File: src/rtl/prog_loader_pkg.sv
// Shared types and constants for the boot-time program loader.
// Holds the FSM state encoding, frame constants and the word-count legality rule.
package prog_loader_pkg;

    typedef enum logic [2:0] {
        ST_IDLE,
        ST_CNT_HI,
        ST_CNT_LO,
        ST_DATA,
        ST_CSUM,
        ST_DONE,
        ST_ERR
    } state_e;

    localparam logic [7:0] HDR_BYTE       = 8'hA5;
    localparam int         MAX_WORDS      = 4096;
    localparam int         BYTES_PER_WORD = 4;
    // 13 bits carries N = {CNT_HI[4:0], CNT_LO}, enough to hold MAX_WORDS itself.
    localparam int         CNT_W          = 13;

    function automatic logic cnt_legal(input logic [7:0] hi, input logic [7:0] lo);
        logic [CNT_W-1:0] n;
        n = {hi[4:0], lo};
        return (hi[7:5] == 3'd0) && (n <= CNT_W'(MAX_WORDS));
    endfunction

endpackage

File: src/rtl/prog_loader_if.sv
// Byte-stream input and instruction-memory write / status bundle of the loader.
// slave is the loader side; master is the stream source and memory/CPU side.
interface prog_loader_if #(
    parameter int ADDR_W = 12,
    parameter int DATA_W = 32
);
    logic              in_valid;
    logic [7:0]        in_data;
    logic              in_ready;
    logic              wr_en;
    logic [ADDR_W-1:0] wr_addr;
    logic [DATA_W-1:0] wr_data;
    logic              cpu_reset;
    logic              done;
    logic              error;

    modport slave (
        input  in_valid, in_data,
        output in_ready, wr_en, wr_addr, wr_data, cpu_reset, done, error
    );

    modport master (
        output in_valid, in_data,
        input  in_ready, wr_en, wr_addr, wr_data, cpu_reset, done, error
    );
endinterface

File: src/rtl/prog_loader_byte_packer.sv
// Shifts bytes MSB-first into a word; word_vld_o pulses the cycle after the 4th byte.
// No backpressure of its own: the parent must not offer a byte while word_vld_o is high.
module prog_loader_byte_packer
    import prog_loader_pkg::*;
#(
    parameter int DATA_W = 32
) (
    input  logic              clk_i,
    input  logic              rst_ni,
    input  logic              clr_i,
    input  logic              byte_vld_i,
    input  logic [7:0]        byte_dat_i,
    output logic [DATA_W-1:0] word_dat_o,
    output logic              word_vld_o
);
    logic [DATA_W-1:0] word_q, word_d;
    logic [1:0]        idx_q, idx_d;
    logic              vld_q, vld_d;

    always_comb begin
        word_d = word_q;
        idx_d  = idx_q;
        vld_d  = 1'b0;
        if (clr_i) begin
            idx_d = 2'd0;
        end else if (byte_vld_i) begin
            word_d = {word_q[DATA_W-9:0], byte_dat_i};
            idx_d  = idx_q + 2'd1;
            vld_d  = (idx_q == 2'(BYTES_PER_WORD - 1));
        end
    end

    always_ff @(posedge clk_i) begin
        if (!rst_ni) begin
            word_q <= '0;
            idx_q  <= 2'd0;
            vld_q  <= 1'b0;
        end else begin
            word_q <= word_d;
            idx_q  <= idx_d;
            vld_q  <= vld_d;
        end
    end

    assign word_dat_o = word_q;
    assign word_vld_o = vld_q;

endmodule

File: src/rtl/prog_loader.sv
// Framed byte stream -> instruction memory loader; one write cycle per 4 payload bytes.
// in_ready drops only during the write cycle; the CPU is held in reset until a frame verifies.
module prog_loader
    import prog_loader_pkg::*;
#(
    parameter int ADDR_W = 12,
    parameter int DATA_W = 32
) (
    input  logic         clock,
    input  logic         reset,
    prog_loader_if.slave bus
);
    state_e            state_q, state_d;
    logic [7:0]        cnt_hi_q, cnt_hi_d;
    logic [CNT_W-1:0]  words_left_q, words_left_d;
    logic [ADDR_W-1:0] wr_addr_q, wr_addr_d;
    logic [7:0]        csum_q, csum_d;
    logic              done_q, done_d;
    logic              error_q, error_d;
    logic              cpu_reset_q, cpu_reset_d;

    logic              accept;
    logic              is_hdr;
    logic              pack_clr;
    logic              pack_vld;
    logic              word_vld;
    logic [DATA_W-1:0] word_dat;
    logic [CNT_W-1:0]  frame_n;

    // The write cycle is the only cycle a byte cannot be taken.
    assign bus.in_ready = reset && !word_vld;
    assign accept       = bus.in_valid && bus.in_ready;
    assign is_hdr       = (bus.in_data == HDR_BYTE);
    assign frame_n      = {cnt_hi_q[4:0], bus.in_data};

    prog_loader_byte_packer #(
        .DATA_W (DATA_W)
    ) u_packer (
        .clk_i      (clock),
        .rst_ni     (reset),
        .clr_i      (pack_clr),
        .byte_vld_i (pack_vld),
        .byte_dat_i (bus.in_data),
        .word_dat_o (word_dat),
        .word_vld_o (word_vld)
    );

    always_comb begin
        state_d      = state_q;
        cnt_hi_d     = cnt_hi_q;
        words_left_d = words_left_q;
        wr_addr_d    = wr_addr_q;
        csum_d       = csum_q;
        pack_clr     = 1'b0;
        pack_vld     = 1'b0;

        case (state_q)
            ST_IDLE: begin
                if (accept && is_hdr) state_d = ST_CNT_HI;
            end
            ST_CNT_HI: begin
                if (accept) begin
                    cnt_hi_d = bus.in_data;
                    state_d  = ST_CNT_LO;
                end
            end
            ST_CNT_LO: begin
                if (accept) begin
                    csum_d = 8'h00;
                    if (!cnt_legal(cnt_hi_q, bus.in_data)) begin
                        state_d = ST_ERR;
                    end else if (frame_n == '0) begin
                        state_d = ST_CSUM;
                    end else begin
                        state_d      = ST_DATA;
                        words_left_d = frame_n;
                        wr_addr_d    = '0;
                        pack_clr     = 1'b1;
                    end
                end
            end
            ST_DATA: begin
                // The write cycle advances the address; the last word's write ends the payload.
                if (word_vld) begin
                    wr_addr_d    = wr_addr_q + ADDR_W'(1);
                    words_left_d = words_left_q - CNT_W'(1);
                    if (words_left_q == CNT_W'(1)) state_d = ST_CSUM;
                end else if (accept) begin
                    pack_vld = 1'b1;
                    csum_d   = csum_q ^ bus.in_data;
                end
            end
            ST_CSUM: begin
                if (accept) state_d = (bus.in_data == csum_q) ? ST_DONE : ST_ERR;
            end
            ST_DONE, ST_ERR: begin
                if (accept && is_hdr) state_d = ST_CNT_HI;
            end
            default: state_d = ST_IDLE;
        endcase

        done_d      = (state_d == ST_DONE);
        error_d     = (state_d == ST_ERR);
        cpu_reset_d = (state_d != ST_DONE);
    end

    always_ff @(posedge clock) begin
        if (!reset) begin
            state_q      <= ST_IDLE;
            cnt_hi_q     <= 8'h00;
            words_left_q <= '0;
            wr_addr_q    <= '0;
            csum_q       <= 8'h00;
            done_q       <= 1'b0;
            error_q      <= 1'b0;
            cpu_reset_q  <= 1'b1;
        end else begin
            state_q      <= state_d;
            cnt_hi_q     <= cnt_hi_d;
            words_left_q <= words_left_d;
            wr_addr_q    <= wr_addr_d;
            csum_q       <= csum_d;
            done_q       <= done_d;
            error_q      <= error_d;
            cpu_reset_q  <= cpu_reset_d;
        end
    end

    assign bus.wr_en     = word_vld;
    assign bus.wr_addr   = wr_addr_q;
    assign bus.wr_data   = word_dat;
    assign bus.cpu_reset = cpu_reset_q;
    assign bus.done      = done_q;
    assign bus.error     = error_q;

    a_done_error_excl: assert property (@(posedge clock) disable iff (!reset)
        !(done_q && error_q));
    a_wr_not_b2b: assert property (@(posedge clock) disable iff (!reset)
        word_vld |=> !word_vld);

endmodule

File: src/flat_wrapper.sv
// flat-port wrapper written by rule: the top's interface ports become plain ports
module prog_loader_flat import prog_loader_pkg::*;
#(
    parameter int ADDR_W = 12,
    parameter int DATA_W = 32
)
  (clock, reset, bus_in_valid, bus_in_data, bus_in_ready, bus_wr_en, bus_wr_addr, bus_wr_data, bus_cpu_reset, bus_done, bus_error);
  prog_loader_if #(.ADDR_W(ADDR_W), .DATA_W(DATA_W)) bus_i ();
  input  logic clock;
  input  logic reset;
  input wire logic [$bits(bus_i.in_valid)-1:0] bus_in_valid;
  input wire logic [$bits(bus_i.in_data)-1:0] bus_in_data;
  output wire logic [$bits(bus_i.in_ready)-1:0] bus_in_ready;
  output wire logic [$bits(bus_i.wr_en)-1:0] bus_wr_en;
  output wire logic [$bits(bus_i.wr_addr)-1:0] bus_wr_addr;
  output wire logic [$bits(bus_i.wr_data)-1:0] bus_wr_data;
  output wire logic [$bits(bus_i.cpu_reset)-1:0] bus_cpu_reset;
  output wire logic [$bits(bus_i.done)-1:0] bus_done;
  output wire logic [$bits(bus_i.error)-1:0] bus_error;
  assign bus_i.in_valid = bus_in_valid;
  assign bus_i.in_data = bus_in_data;
  assign bus_in_ready = bus_i.in_ready;
  assign bus_wr_en = bus_i.wr_en;
  assign bus_wr_addr = bus_i.wr_addr;
  assign bus_wr_data = bus_i.wr_data;
  assign bus_cpu_reset = bus_i.cpu_reset;
  assign bus_done = bus_i.done;
  assign bus_error = bus_i.error;
  prog_loader #(.ADDR_W(ADDR_W), .DATA_W(DATA_W)) u_core (.clock(clock), .reset(reset), .bus(bus_i));
endmodule
File: config.mk
export PLATFORM = sky130hd
export DESIGN_NAME = prog_loader_flat
export DESIGN_NICKNAME = d
export VERILOG_FILES = /design/src/rtl/prog_loader_pkg.sv /design/src/rtl/prog_loader_if.sv /design/src/rtl/prog_loader_byte_packer.sv /design/src/rtl/prog_loader.sv /design/src/flat_wrapper.sv
export SDC_FILE = /design/constraint.sdc
export NUM_CORES = 1
export LEC_CHECK = 0
export BUFFER_PORTS_ARGS = -buffer_cell sky130_fd_sc_hd__buf_4
export CAP_MARGIN = 5
export CORE_UTILIZATION = 51
export CTS_CLUSTER_SIZE = 20
export DETAILED_ROUTE_END_ITERATION = 10
export HOLD_SLACK_MARGIN = 0.08
export PLACE_DENSITY = 0.75
export SLEW_MARGIN = 10
export SYNTH_ARGS = -nofsm -noshare
export SYNTH_HDL_FRONTEND = slang
export SYNTH_HIERARCHICAL = 1
export SYNTH_SLANG_ARGS = --single-unit
File: constraint.sdc
create_clock -name clock -period 2.44 [get_ports clock]
set_input_delay 0.488 -clock clock [delete_from_list [all_inputs] [get_ports clock]]
set_output_delay 0.488 -clock clock [all_outputs]
set_load 0.005 [all_outputs]
==> results.py <==
metrics = {
    "sta": {
        "rsz0062_at_grt": "no",
        "timing_max_transition_violations_final": 0,
        "max-slew-margin-rel_pct": 56.8,
        "tcrit_tclk_final_pct": 94.4,
        "setup_viol_count_final": 0,
        "clock_skew_ns": 0.0125,
        "timing.fmax_ghz": 0.434,
        "final-hold-violation-count": 0,
        "tightestPinTransition_ns": 0.647,
        "final_period_minus_worst_setup_slack_ns": 2.30,
    },
    "route": {
        "via_per_inst": 5.95,
        "route.vias.total": 3906,
        "remaining_drcs": 0,
        "total_length_of_routed_wires_um": 10900,
        "detail_route.wl_per_cell_um": 16.6,
        "drt_iter0_markers": 345,
        "initial_drt_pass_iterations": 6,
        "drt.antenna.violating_nets": 0,
    },
    "floorplan": {
        "fp.dieArea_um2": 8350,
        "fp.coreArea_um2": 7730,
        "ioPinCount": 60,
        "rows": 32,
        "die_w_um": 91.4,
        "die_h_um": 91.4,
        "floorplan.initialDensity_pct": 52.7,
    },
    "worst_setup_path": {
        "worstSetupStartpointType": "flip-flop",
        "worst-endpoint-arrival_ns": 2.59,
        "worst-path-max-fanout": 16,
        "timing.critical_path.required_ns": 2.73,
        "setup.worst_path.end_class": "flip-flop",
        "timing.setup.critical_path_class": "flip-flop to flip-flop",
    },
    "synthesis": {
        "synthesis.instances": 477,
        "post-synth-top-area-cell": "dfxtp_1",
        "post_synth_main_area_contributors": "dfxtp_1 40%, mux2i_1 12%, nand2_1 6.5%",
        "post_synth_edffs": 0,
        "netlist.area_leader.share_pct": 40.3,
        "ys_dominant_reg_cell": "dfxtp_1",
        "synth_most_common_cell": "dfxtp_1",
        "postSynthRegisterBits": 82,
        "yosys-top-cells-count": "82 x dfxtp_1, 71 x nand2_1, 47 x mux2i_1",
        "synth.lib_cells_used.distinct": 59,
        "seq_area_frac_synth_pct": 40.3,
        "async_flop_share_pct": 0,
        "synthesis.nets": 492,
        "synth_area_per_cell_um2": 8.54,
        "mappedNetlistArea_um2": 4070,
        "synthesis.yosys.warnings": 6,
    },
    "power_and_ir_drop": {
        "power_density_nw_per_um2": 500,
        "vdd.ir_drop.worst_mv": 0.353,
        "total_leakage_power_nw": 1.97,
        "design_power_total_mw": 2.50,
    },
    "clock_network": {
        "worst_setup_hold_path_clk_slew_ns": 0.09,
        "htree_num_levels": 3,
        "cells_resized_by_post_cts_repair": 0,
        "cts.sinks": 82,
        "tritoncts.num_buffers": 9,
        "cts_setup_buffers": 0,
        "worstSkewPairLatency_ns": 0.36,
        "max-clock-path-buffers": 2,
        "cts_tree": "built",
        "hold_bufs_at_cts": 0,
        "ctsRootBufferMaster": "clkbuf_8",
    },
    "layout": {
        "areaGrowthSynthToFinish_pct": 22.7,
        "final_core_util_pct": 64.7,
        "instances_no_fill": 656,
        "nNetsFinal": 564,
        "final_layout_size_suffix_gt1_share_pct": 22.0,
        "final_antenna_diode_count": 0,
        "fin_area_um2": 5000,
    },
    "worst_hold_path": {
        "hold_class": "flip-flop to flip-flop",
    },
    "placement": {
        "portBuffers": 59,
        "place.detailed.instances": 640,
        "hpwl_um": 7510,
        "placed_area_um2": 4780,
        "gp_congestion": 0.956,
    },
    "grt": {
        "grt_usage_pct": 26.5,
        "globalRoute.totalOverflow": 0,
        "pin_count_of_the_biggest_net_entering_global_routing": 45,
        "grt_pass1_wl_um": 17600,
        "grt_pass1_vias": 3590,
        "number_of_antenna_violations_at_the_first_check_in_global_routing": 0,
    },
    "flow_run": {
        "max_cap_violations": 0,
    },
    "status": {
        "status": "completed",
    },
}
path summary, 6_finish.rpt:
check | from | end | slack, ns | cells past startpoint
setup reg to reg | u_core/cnt_hi_q[0]$_SDFFE_PN0P_ | u_core/bus.wr_addr[3]$_SDFFE_PN0P_ | 0.14 | 6
setup / recovery | u_core/cnt_hi_q[0]$_SDFFE_PN0P_ | u_core/bus.wr_addr[3]$_SDFFE_PN0P_ | 0.14 | 6
hold reg to reg | u_core/u_packer/word_dat_o[31]$_SDFFE_PN0P_ | u_core/u_packer/word_dat_o[31]$_SDFFE_PN0P_ | 0.47 | 2
hold / removal | u_core/u_packer/word_dat_o[31]$_SDFFE_PN0P_ | u_core/u_packer/word_dat_o[31]$_SDFFE_PN0P_ | 0.47 | 2
area by class of cell:
type,count,area (µm²)
well taps,102,128
clock buffers,9,124
clock inverters,7,83.8
multi-input cells,355,2230
fillers,638,2730
flip-flops and latches,82,1640
inverters,9,33.8
repair buffers,92,753
critical path, stage by stage, from the launching register on:
cell and delay [ns]:
dfxtp_1 0.35, or4_4 0.56, o31ai_2 0.26, a31oi_1 0.14, buf_4 0.23, or4_1 0.52
a21oi_1 0.16
power by group:
group	leakage (nW)	switching (mW)	internal (mW)	total (mW)
sequential	0.660	0.000136	1.34	1.34
combinational	1.21	0.0739	0.0411	0.115
clock	0.108	0.551	0.495	1.05
stage by stage:
| step | setup TNS [ns] | worst slack [ns] | hold WS (ns) |
|---|---|---|---|
| 2_1_floorplan | 0 | 0.00815 | 0.448 |
| 3_3_place_gp | -2.33 | -0.0820 | 0.445 |
| 3_5_place_dp | -4.67 | -0.141 | 0.457 |
| 4_1_cts | 0 | 0.103 | 0.455 |
| 5_1_grt | 0 | 0.0425 | 0.470 |
| 6_report | 0 | 0.138 | 0.468 |
per-layer routing:
| layer | vias to the layer above | track usage (%) | routed length (µm) |
|---|---|---|---|
| met2 | 171 | 41.2 | 4930 |
| met1 | 1834 | 36.4 | 4870 |
| li1 | 1875 | - | - |
| met5 | - | 0 | 0 |
| met3 | 26 | 4.77 | 825 |
| met4 | 0 | 9.92 | 237 |
layout by cell type, fill, tap and decap left out, types with 5 or more instances in the layout:
cell type,synthesis,layout
buf_12,3,5
nor3_1,14,14
o21ai_0,21,21
mux2i_1,47,47
dfxtp_1,82,82
nor2_1,34,34
buf_4,1,87
nor4_1,11,11
nor2b_1,15,15
nand4_1,8,8
a31oi_1,8,7
a22oi_1,6,6
nand2b_1,7,7
nand3_1,21,20
a21oi_1,20,20
clkbuf_8,0,9
o31ai_1,13,13
nand2_1,71,71
inv_1,7,7
logic make-up (layout without fill, tap and decap cells):
logic type | after synthesis | count (layout) | synth area share, %
simple gates | 210 | 210 | 26.0
compound gates | 92 | 92 | 15.1
flops | 82 | 82 | 40.3
mux | 47 | 47 | 11.5
buf+inv | 40 | 117 | 5.44
fa+ha+maj | 4 | 4 | 1.23
xor+xnor | 2 | 2 | 0.430
flip-flops by register name, summed over array words and instances, names as in the netlist:
signal and count:
u_core/bus.cpu_reset 1, u_core/bus.done 1, u_core/bus.error 1, u_core/bus.wr_addr 12, u_core/cnt_hi_q 8, u_core/csum_q 8
u_core/state_q 3, u_core/u_packer/idx_q 2, u_core/u_packer/word_dat_o 32, u_core/u_packer/word_vld_o 1, u_core/words_left_q 13
Power figures use the tool's default switching activity.
